$ cat src/rtl/spatz_vcsr_unit_pkg.sv
// Shared types for the vector CSR unit: request format, vtype layout, CSR addresses
// and the VLMAX helper used when a vsetvl-style configuration commits.
package spatz_vcsr_unit_pkg;

  localparam int unsigned VLEN     = 256;
  localparam int unsigned ELEN     = 32;
  localparam int unsigned VLW      = $clog2(VLEN) + 1;
  localparam int unsigned MAX_VSEW = $clog2(ELEN) - 3;

  typedef logic [VLW-1:0]  vlen_t;
  typedef logic [ELEN-1:0] elen_t;

  typedef enum logic [1:0] {
    CON = 2'd0,
    LSU = 2'd1,
    SLD = 2'd2,
    VFU = 2'd3
  } ex_unit_e;

  typedef enum logic [2:0] {
    VCFG   = 3'd0,
    VCSR   = 3'd1,
    VADD   = 3'd2,
    VLE    = 3'd3,
    VSE    = 3'd4,
    VSLIDE = 3'd5
  } op_e;

  typedef enum logic [11:0] {
    VSTART = 12'h008,
    VL     = 12'hC20,
    VTYPE  = 12'hC21,
    VLENB  = 12'hC22
  } vcsr_addr_e;

  // Bits [7:0] line up with rs2[7:0] of a configuration request.
  typedef struct packed {
    logic       vill;
    logic       vma;
    logic       vta;
    logic [2:0] vsew;
    logic [2:0] vlmul;
  } vtype_t;

  localparam vtype_t VTYPE_RESET = vtype_t'(9'h100);

  typedef struct packed {
    op_e         op;
    ex_unit_e    ex_unit;
    logic [11:0] csr_addr;
    elen_t       rs1;
    elen_t       rs2;
    logic [4:0]  rd;
    logic        use_rd;
    logic        keep_vl;
    logic        reset_vstart;
    logic        write_vstart;
    logic        set_vstart;
    logic        clear_vstart;
    vtype_t      vtype;
    vlen_t       vl;
    vlen_t       vstart;
  } spatz_req_t;

  // Elements per register group; fractional LMUL codes 5..7 divide instead of multiply.
  function automatic vlen_t vlmax(input vtype_t vt);
    int unsigned v;
    v = VLEN >> (32'd3 + 32'(vt.vsew));
    if (vt.vill) begin
      v = 32'd0;
    end else if (!vt.vlmul[2]) begin
      v = v << vt.vlmul;
    end else begin
      v = v >> (32'd8 - 32'(vt.vlmul));
    end
    return vlen_t'(v);
  endfunction

endpackage

$ cat src/rtl/spatz_vcsr_unit_if.sv
// Handshake bundle between the decoder, the CSR unit, the issue stages and the scalar core.
interface spatz_vcsr_unit_if;
  import spatz_vcsr_unit_pkg::*;

  logic       req_valid_i;
  logic       req_ready_o;
  spatz_req_t req_i;
  logic       issue_valid_o;
  logic       issue_ready_i;
  spatz_req_t issue_req_o;
  logic       rsp_valid_o;
  logic       rsp_ready_i;
  elen_t      rsp_data_o;

  modport slave (
    input  req_valid_i, req_i, issue_ready_i, rsp_ready_i,
    output req_ready_o, issue_valid_o, issue_req_o, rsp_valid_o, rsp_data_o
  );

  modport master (
    output req_valid_i, req_i, issue_ready_i, rsp_ready_i,
    input  req_ready_o, issue_valid_o, issue_req_o, rsp_valid_o, rsp_data_o
  );

endinterface

$ cat src/rtl/spatz_out_slot.sv
// One-entry valid/ready output register; it can drain and reload in the same cycle.
module spatz_out_slot #(
  parameter type T = logic
) (
  input  logic clk_i,
  input  logic rst_ni,
  input  logic i_load,
  input  T     i_data,
  output logic o_free,
  output logic o_valid,
  input  logic i_ready,
  output T     o_data
);

  logic r_valid;
  T     r_data;

  assign o_free  = ~r_valid | i_ready;
  assign o_valid = r_valid;
  assign o_data  = r_data;

  // Load wins over drain so a simultaneous drain+load keeps valid high.
  always_ff @(posedge clk_i or negedge rst_ni) begin
    if (!rst_ni) begin
      r_valid <= 1'b0;
      r_data  <= '0;
    end else if (i_load) begin
      r_valid <= 1'b1;
      r_data  <= i_data;
    end else if (i_ready) begin
      r_valid <= 1'b0;
    end else begin
      r_valid <= r_valid;
    end
  end

endmodule

$ cat src/rtl/spatz_vcsr_unit.sv
// Owns vl/vtype/vstart: executes configuration and CSR-access requests, answers rd,
// and stamps the live CSR state onto every other request before issuing it.
module spatz_vcsr_unit
  import spatz_vcsr_unit_pkg::*;
(
  input  logic                    clk_i,
  input  logic                    rst_ni,
  spatz_vcsr_unit_if.slave        bus,
  output vlen_t                   vl_o,
  output vtype_t                  vtype_o,
  output vlen_t                   vstart_o
);

  vlen_t      r_vl;
  vtype_t     r_vtype;
  vlen_t      r_vstart;

  logic       w_is_con;
  logic       w_issue_free;
  logic       w_rsp_free;
  logic       w_req_ready;
  logic       w_accept;
  vlen_t      w_vl_n;
  vtype_t     w_vtype_n;
  vlen_t      w_vstart_n;
  elen_t      w_rd;
  vtype_t     w_cfg_vt;
  logic       w_cfg_ill;
  vlen_t      w_cfg_max;
  vlen_t      w_wr;
  spatz_req_t w_issue_data;

  // Acceptance: non-CON needs the issue slot, CON needs the rsp slot only when it returns rd.
  always_comb begin
    w_is_con = (bus.req_i.ex_unit == CON);
    if (!w_is_con) begin
      w_req_ready = w_issue_free;
    end else if (bus.req_i.use_rd) begin
      w_req_ready = w_rsp_free;
    end else begin
      w_req_ready = 1'b1;
    end
    w_accept = bus.req_valid_i & w_req_ready;
  end

  // Next CSR state and rd value for the request currently presented.
  always_comb begin
    w_vl_n     = r_vl;
    w_vtype_n  = r_vtype;
    w_vstart_n = r_vstart;
    w_rd       = '0;
    w_cfg_vt   = vtype_t'({1'b0, bus.req_i.rs2[7:0]});
    w_cfg_ill  = (bus.req_i.rs2[ELEN-1:8] != '0) |
                 (w_cfg_vt.vsew > 3'(MAX_VSEW)) |
                 (w_cfg_vt.vlmul == 3'd4);
    w_cfg_max  = vlmax(w_cfg_vt);
    w_wr       = bus.req_i.rs1[VLW-1:0];
    if (!w_is_con) begin
      w_vstart_n = '0;
    end else begin
      case (bus.req_i.op)
        VCFG: begin
          w_vstart_n = '0;
          if (w_cfg_ill) begin
            w_vtype_n = VTYPE_RESET;
            w_vl_n    = '0;
          end else begin
            w_vtype_n = w_cfg_vt;
            if (bus.req_i.keep_vl) begin
              w_vl_n = r_vl;
            end else if (bus.req_i.rs1 > elen_t'(w_cfg_max)) begin
              w_vl_n = w_cfg_max;
            end else begin
              w_vl_n = w_wr;
            end
          end
          w_rd = elen_t'(w_vl_n);
        end
        VCSR: begin
          case (bus.req_i.csr_addr)
            VSTART: begin
              w_rd = elen_t'(r_vstart);
              if (bus.req_i.reset_vstart) begin
                w_vstart_n = '0;
              end else if (bus.req_i.write_vstart) begin
                w_vstart_n = w_wr;
              end else if (bus.req_i.set_vstart) begin
                w_vstart_n = r_vstart | w_wr;
              end else if (bus.req_i.clear_vstart) begin
                w_vstart_n = r_vstart & ~w_wr;
              end else begin
                w_vstart_n = r_vstart;
              end
            end
            VL:      w_rd = elen_t'(r_vl);
            VTYPE: begin
              w_rd[ELEN-1] = r_vtype.vill;
              w_rd[7:0]    = r_vtype[7:0];
            end
            VLENB:   w_rd = elen_t'(VLEN / 32'd8);
            default: w_rd = '0;
          endcase
        end
        default: w_rd = '0;
      endcase
    end
  end

  // Forwarded request carries the CSR state as it stands before this acceptance.
  always_comb begin
    w_issue_data        = bus.req_i;
    w_issue_data.vtype  = r_vtype;
    w_issue_data.vl     = r_vl;
    w_issue_data.vstart = r_vstart;
  end

  // CSR state commits on acceptance so the next request sees it without a gap.
  always_ff @(posedge clk_i or negedge rst_ni) begin
    if (!rst_ni) begin
      r_vl     <= '0;
      r_vtype  <= VTYPE_RESET;
      r_vstart <= '0;
    end else if (w_accept) begin
      r_vl     <= w_vl_n;
      r_vtype  <= w_vtype_n;
      r_vstart <= w_vstart_n;
    end else begin
      r_vl     <= r_vl;
      r_vtype  <= r_vtype;
      r_vstart <= r_vstart;
    end
  end

  spatz_out_slot #(.T(spatz_req_t)) u_issue_slot (
    .clk_i   (clk_i),
    .rst_ni  (rst_ni),
    .i_load  (w_accept & ~w_is_con),
    .i_data  (w_issue_data),
    .o_free  (w_issue_free),
    .o_valid (bus.issue_valid_o),
    .i_ready (bus.issue_ready_i),
    .o_data  (bus.issue_req_o)
  );

  spatz_out_slot #(.T(elen_t)) u_rsp_slot (
    .clk_i   (clk_i),
    .rst_ni  (rst_ni),
    .i_load  (w_accept & w_is_con & bus.req_i.use_rd),
    .i_data  (w_rd),
    .o_free  (w_rsp_free),
    .o_valid (bus.rsp_valid_o),
    .i_ready (bus.rsp_ready_i),
    .o_data  (bus.rsp_data_o)
  );

  assign bus.req_ready_o = w_req_ready;
  assign vl_o            = r_vl;
  assign vtype_o         = r_vtype;
  assign vstart_o        = r_vstart;

endmodule
$ cat src/flat_wrapper.sv
// flat-port wrapper written by rule: the top's interface ports become plain ports
module spatz_vcsr_unit_flat import spatz_vcsr_unit_pkg::*;
  (clk_i, rst_ni, vl_o, vtype_o, vstart_o, bus_req_valid_i, bus_req_i, bus_issue_ready_i, bus_rsp_ready_i, bus_req_ready_o, bus_issue_valid_o, bus_issue_req_o, bus_rsp_valid_o, bus_rsp_data_o);
  spatz_vcsr_unit_if bus_i ();
  input  logic clk_i;
  input  logic rst_ni;
  output vlen_t vl_o;
  output vtype_t vtype_o;
  output vlen_t vstart_o;
  input wire logic [$bits(bus_i.req_valid_i)-1:0] bus_req_valid_i;
  input wire logic [$bits(bus_i.req_i)-1:0] bus_req_i;
  input wire logic [$bits(bus_i.issue_ready_i)-1:0] bus_issue_ready_i;
  input wire logic [$bits(bus_i.rsp_ready_i)-1:0] bus_rsp_ready_i;
  output wire logic [$bits(bus_i.req_ready_o)-1:0] bus_req_ready_o;
  output wire logic [$bits(bus_i.issue_valid_o)-1:0] bus_issue_valid_o;
  output wire logic [$bits(bus_i.issue_req_o)-1:0] bus_issue_req_o;
  output wire logic [$bits(bus_i.rsp_valid_o)-1:0] bus_rsp_valid_o;
  output wire logic [$bits(bus_i.rsp_data_o)-1:0] bus_rsp_data_o;
  assign bus_i.req_valid_i = bus_req_valid_i;
  assign bus_i.req_i = bus_req_i;
  assign bus_i.issue_ready_i = bus_issue_ready_i;
  assign bus_i.rsp_ready_i = bus_rsp_ready_i;
  assign bus_req_ready_o = bus_i.req_ready_o;
  assign bus_issue_valid_o = bus_i.issue_valid_o;
  assign bus_issue_req_o = bus_i.issue_req_o;
  assign bus_rsp_valid_o = bus_i.rsp_valid_o;
  assign bus_rsp_data_o = bus_i.rsp_data_o;
  spatz_vcsr_unit u_core (.clk_i(clk_i), .rst_ni(rst_ni), .bus(bus_i), .vl_o(vl_o), .vtype_o(vtype_o), .vstart_o(vstart_o));
endmodule
$ cat config.mk
export PLATFORM = sky130hd
export DESIGN_NAME = spatz_vcsr_unit_flat
export DESIGN_NICKNAME = d
export VERILOG_FILES = /design/src/rtl/spatz_vcsr_unit_pkg.sv /design/src/rtl/spatz_vcsr_unit_if.sv /design/src/rtl/spatz_out_slot.sv /design/src/rtl/spatz_vcsr_unit.sv /design/src/flat_wrapper.sv
export SDC_FILE = /design/constraint.sdc
export NUM_CORES = 1
export LEC_CHECK = 0
export CAP_MARGIN = 10
export CORE_MARGIN = 3
export CORE_UTILIZATION = 45
export DETAILED_ROUTE_END_ITERATION = 16
export GPL_ROUTABILITY_DRIVEN = 0
export PLACE_DENSITY = 0.84
export SLEW_MARGIN = 20
export SYNTH_ARGS = -nofsm -noshare
export SYNTH_HDL_FRONTEND = slang
export SYNTH_SLANG_ARGS = --single-unit
$ cat constraint.sdc
create_clock -name clk_i -period 3.1 [get_ports clk_i]
set_input_delay 0.62 -clock clk_i [delete_from_list [all_inputs] [get_ports clk_i]]
set_output_delay 0.62 -clock clk_i [all_outputs]
set_load 0.1 [all_outputs]
# Yosys cells after proc, flatten, opt, wreduce, memory -nomap -nowiden
# Index checks and enable logic that the tools add are counted.
[totals]
elab_cells = 89
register_bits = 180
in_bits = 124
out_inout_bits = 181
[classes]
muxes = 23
n_shift = 3
reduce_logical = 7
bitwise_logic = 14
add_sub_neg = 2
magnitude_cmp = 2
eq_ne = 9
[ops]
columns = ["op", "count"]
rows = [
  ["two-way mux 9 bit", 11],
  ["one-hot mux 32 bit (2 select lines)", 1],
  ["== test 12 bit, second input constant", 3],
  ["> comparator 32 x 9 -> 1 bit", 1],
  ["two-way mux 32 bit", 1],
  ["one-hot mux 8 bit (4 select lines)", 1],
  ["left shift 32 x 3 -> 9 bit", 1],
  ["right shift 32 x 32 -> 9 bit", 1],
  ["right shift 9 x 32 -> 32 bit, first input constant", 1],
  ["nonzero test 24 bit", 1],
  ["one-hot mux 9 bit (2 select lines)", 1],
  ["== test 12 x 4 -> 1 bit, second input constant", 1],
  ["bitwise AND 9 bit", 1],
  ["inverter 9 bit", 1],
  ["OR 9 bit", 1],
  ["two-way mux 1 bit", 7],
  ["!= test 3 bit, second input constant", 2],
  ["!= test 6 bit, second input constant", 1],
  ["subtractor 4 x 3 -> 5 bit, first input constant", 1],
  ["adder 2 x 3 -> 4 bit, first input constant", 1],
  ["bitwise AND 1 bit", 4],
  ["OR 1 bit", 4],
  ["AND reduction 4 bit", 1],
  ["nonzero test 2 bit", 2],
  ["8 further kinds", 10],
]

# Logic depth before layout (Yosys ltp)
[depth]
word_depth = 10
depth_mapped = 17
ltp_nobuf = 15

# Modules after synthesis
# From an unflattened synthesis, not the netlist that was laid out.
[hier_totals]
cells_unflattened = 640
hier_area_um2 = 8369.3
[modules_own_cells]
columns = ["mod", "seq_area_each_um2", "instances", "cells_per_inst", "area_each_um2"]
rows = [
  ["spatz_out_slot (u_core.u_issue_slot)", 3002.9, 1, 254, 4489.3],
  ["spatz_vcsr_unit", 676.9, 1, 315, 2501.1],
  ["spatz_out_slot (u_core.u_rsp_slot)", 825.8, 1, 71, 1378.8],
]

# Least setup slack after synthesis
# Ideal clock, no wire load.
[synth_timing]
path_type = "input to register"
start = "input bus_req_i[38]"
end = "register u_core.r_vl[8] (netlist: u_core.vl_o[8])"
setup_time_ps = 156
t_arrival_ps = 3785
path_buffers = 2
setup_slack_ps = -840
required_time_ps = 2944
cell_stages = 17
path_cell_list = "clkbuf_1 inv_1 ha_1 ha_1 nor2b_1 and2_1 nand3_1 o21ai_0 inv_1 ha_1 o21ai_0 a21oi_1 or4b_4 a21o_1 buf_6 a211oi_1 a21oi_1"
[synth_between]
elab_chain_cells = 7
word_cells_on_any_way = 10
classes_between = "add/sub (1); order compare (1); eq/ne (1); shift (2); mux (4); bitwise (1)"
[synth_lines]
columns = ["element", "line", "source"]
rows = [
  ["from (decl)", "flat_wrapper.sv:11", "input wire logic [$bits(bus_i.req_i)-1:0] bus_req_i;"],
  ["subtractor 4 x 3 -> 5 bit", "spatz_vcsr_unit_pkg.sv:74", "v = v >> (32'd8 - 32'(vt.vlmul));"],
  ["right shift 32 x 32 -> 9 bit", "spatz_vcsr_unit_pkg.sv:74", ""],
  ["two-way mux 9 bit", "spatz_vcsr_unit_pkg.sv:71", "end else if (!vt.vlmul[2]) begin"],
  ["> comparator 32 x 9 -> 1 bit", "spatz_vcsr_unit.sv:71", "end else if (bus.req_i.rs1 > elen_t'(w_cfg_max)) begin"],
  ["two-way mux 9 bit", "spatz_vcsr_unit.sv:71", ""],
  ["two-way mux 9 bit", "spatz_vcsr_unit.sv:69", "if (bus.req_i.keep_vl) begin"],
  ["two-way mux 9 bit (*)", "spatz_vcsr_unit.sv:64", "if (w_cfg_ill) begin"],
  ["to (signal assigned)", "spatz_vcsr_unit.sv:124", "r_vl <= w_vl_n;"],
  ["to (signal assigned)", "spatz_vcsr_unit.sv:128", "r_vl <= r_vl;"],
  ["to (decl)", "spatz_vcsr_unit.sv:14", "vlen_t r_vl;"],
]
# Mark *: on every way between the ends. The rest lies on a longest branch, timed or not.
# A chain may end at the register's enable or synchronous reset.

# Worst setup path in the final report
[layout_timing]
start = "input bus_req_i[39]"
end = "register u_core.r_vl[3] (netlist: u_core.vl_o[3])"
# The elaborated chain is that of the path after synthesis.

==> out/results.tsv <==
stage	metric	value	unit
clock_network	cts_inserted_buffers	17	
timing	fmax	0.321	GHz
critical_path	path_cells	buf_8, buf_12, inv_4, ha_4, ha_4, nor2b_4, and2_4, nand3_2, o21ai_2, inv_2, ha_4, o21ai_2, a21oi_1, or4b_4, a21o_4, mux2_4, o21ai_2	
route	drt_iter0_markers	317	
power_and_ir_drop	leakagePower	0.00537	uW
critical_path	cp_top_family	simple AND/OR/NAND/NOR gates	
synth	synth.area.top_cells	dfrtp_1 51%, mux2_2 15%, mux2_4 3.9%	
grt	grt_use_total	24.9	%
critical_path	slowest_delay	540	ps
timing	timing.final.ws_setup	-18.3	ps
power_and_ir_drop	p_int	4500	uW
clock_network	holdBufCountCts	0	
timing	post-route-period-util	101	%
placed_design	dp_cells	1148	
critical_path	timing.rr.end	u_core.u_rsp_slot.o_data[3]	
power_and_ir_drop	ir_drop	461	uV
route	ant_nets	0	
power_and_ir_drop	clkPwrFrac	28.3	%
timing	maxSlewHeadroom	53.8	%
critical_path	cp-end-kind	flop	
grt	antenna_found_initial	0	
synth	synth_edf_count	0	
synth	yosysTopAreaCell	dfrtp_1	
clock_network	clk_pin_slew	70	ps
synth	yosysWarnings	0	
timing	fin_skew	9.54	ps
critical_path	crit_required	3450	ps
synth	synth_top_cell_area_share	50.7	%
critical_path	cp_max_fo	7	
clock_network	cts_root_buffer	clkbuf_16	
finish	insertedDiodeCount	0	
power_and_ir_drop	p_seq_share	30.8	%
route	dr.pass1.iters	5	
route	wl_per_cell	20.0	um
route	drc	0	
floorplan	design.die.area	18800	um^2
grt	grt_pass1_wl	35.8	mm
floorplan	rows	47	
critical_path	path_class	in2reg	
route	num_vias	6535	
timing	timing.final.crit_period	3120	ps
placed_design	dp_hpwl	17.8	mm
synth	synthCells	644	
timing	rsz0062_at_grt	true	
synth	synth_seq_cells	158	
floorplan	num_io_pins	305	
finish	layout-drive-gt1-share	46.8	%
synth	ys.flop_type	dfrtp_1	
finish	fin_cells	1185	
status	violations	negative setup slack	
floorplan	core_area	16700	um^2
power_and_ir_drop	power_density	698	nW/um^2
timing	setup_tns	-18.3	ps
power_and_ir_drop	switchingPower	3460	uW
floorplan	dieHeight	137	um
route	wl	23.7	mm
critical_path	path_buf_inv	4	
timing	drv_slew	0	
placed_design	place.port_buffers	255	
critical_path	arrival	3470	ps
finish	area_growth	47.3	%
grt	grt_start_max_net_pins	65	
power_and_ir_drop	comb_power_share	40.9	%
clock_network	cts_tree	yes	
floorplan	die_w	137	um
timing	worst_slew_pin_slew	690	ps
clock_network	h-tree-depth	4	
status	outcome	complete, but fails checks	
clock_network	clock_latency	430	ps
synth	ys_seq_area_share	51.1	%
power_and_ir_drop	swShare	43.5	%
job	maxCapViolations	0	
synth	netlist_top_cells_count	157 x dfrtp_1, 102 x mux2_2, 37 x nand2_1	
synth	synth.most_common_cell	dfrtp_1	
critical_path	reg2reg_from	u_core.u_rsp_slot.o_valid	
synth	synthArstFlopShare	100	%
finish	nets	1087	
critical_path	timing.reg2reg.setup_slack	1040	ps
clock_network	clockBufferDepth	2	
synth	yosys.cell_types.count	72	
grt	grt_pass1_vias	6663	
grt	grt_overflow	0	
timing	hold_viol	0	
critical_path	crit_slowest_cell	or4b_4	
synth	syn_avg_cell_area	12.0	um^2
route	vias_per_cell	5.51	
critical_path	worst-r2r-cell-count	6	
timing	setup_viol_count_final	1	
clock_network	clock-sinks	158	
min_path	hp-class	in2async	
floorplan	start_util	46.4	%
critical_path	start_kind	input pin	
synth	netlist_area	7750	um^2
-- kinds of logic (layout without fill, tap and decap cells) --
group	after synthesis	in the layout	share of synthesized area, %
adders and majority gates	11	11	1.78
AOI/OAI and AO/OA	111	111	10.8
and+or+nand+nor	152	152	10.9
other	1	22	0.0484
xor gates and xnor gates	4	4	0.452
DFF	158	158	51.1
muxes	127	127	19.4
buffers and inverters	80	380	5.57
-- per-layer routing --
layer  vias to the layer above  routed length, um  track usage [%]
met1                      3191               8790             28.1
li1                       2963                  -                -
met2                       321              11800             43.1
met4                         0                812             9.98
met3                        60               2290             8.62
met5                         -                  0                0
-- flip-flops by register name (all words and copies together), names as in the netlist --
| register | cells |
|---|---|
| u_core.u_rsp_slot.o_data | 10 |
| u_core.u_issue_slot.o_valid | 1 |
| u_core.vtype_o | 9 |
| u_core.u_issue_slot.o_data | 119 |
| u_core.vstart_o | 9 |
| u_core.u_rsp_slot.o_valid | 1 |
| u_core.vl_o | 9 |
-- power by group through the flow --
stage	Combinational, uW	Sequential, uW	Clock, uW
floorplan	625	4290	0
global route	3360	2480	2400
CTS	3250	2450	2300
finish	3260	2450	2260
detailed placement	3230	2490	0
global placement	3210	2480	0
-- metrics by stage --
| stage | hold WS, ps | worst slack (ps) | cell area [um^2] | total power (uW) | utilization, % |
|---|---|---|---|---|---|
| 2_1_floorplan | 324 | -359 | 7940 | 4910 | - |
| 3_5_place_dp | 469 | -1030 | 10500 | 5720 | 63.1 |
| 5_1_grt | 92.5 | -104 | 11400 | 8240 | 68.3 |
| 4_1_cts | 85.1 | -49.1 | 11300 | 8000 | 67.7 |
| 6_report | 88.8 | -18.3 | 11400 | 7970 | 68.3 |
| 3_3_place_gp | 458 | -928 | 10500 | 5680 | 63.1 |
-- layout by cell type (no fill, tap or decap), types with 16 or more instances in the layout --
cell type / count
conb_1: 22
inv_1: 18
nand3_1: 16
clkdlybuf4s50_1: 89
mux2_4: 20
buf_4: 221
nor2_1: 18
clkbuf_16: 17
nand2_1: 37
dfrtp_1: 157
mux2_2: 102
-- worst register-to-register path, stage by stage (launching register included) --
cell and delay [ps]:
dfrtp_1 380, nand2b_1 120, buf_4 140, nand4_1 370, buf_4 360, a221oi_1 470, o21ai_2 100
-- timing repair --
action,4_1_cts,5_1_grt
gates cloned,0,0
gates resized for setup,44,17
pin swaps,16,17
hold endpoints to repair,0,0
endpoints found under the setup margin,18,18
setup buffers,4,1
-- worst max path at each step --
stage	startpoint	slack [ps]	cells past startpoint	end
after floorplan	bus_req_i[38]	-360	17	u_core.vl_o[1]
after global placement	bus_req_i[39]	-930	15	u_core.vl_o[1]
after detailed placement	bus_req_i[39]	-1030	16	u_core.u_rsp_slot.o_data[5]
after CTS	bus_req_i[39]	-50	13	u_core.vl_o[1]
after global routing	bus_req_i[39]	-100	15	u_core.vl_o[3]
final	bus_req_i[39]	-20	17	u_core.vl_o[3]
-- final cells by class --
cell class	count	area, um^2
multi-input cells	427	3680
clock inverters	13	186
well taps	220	275
inverters	22	90.1
flip-flops and latches	158	3960
clock buffers	19	453
fillers	1234	5290
repair buffers	326	2770
No activity file was read; power rests on OpenSTA's default activity.
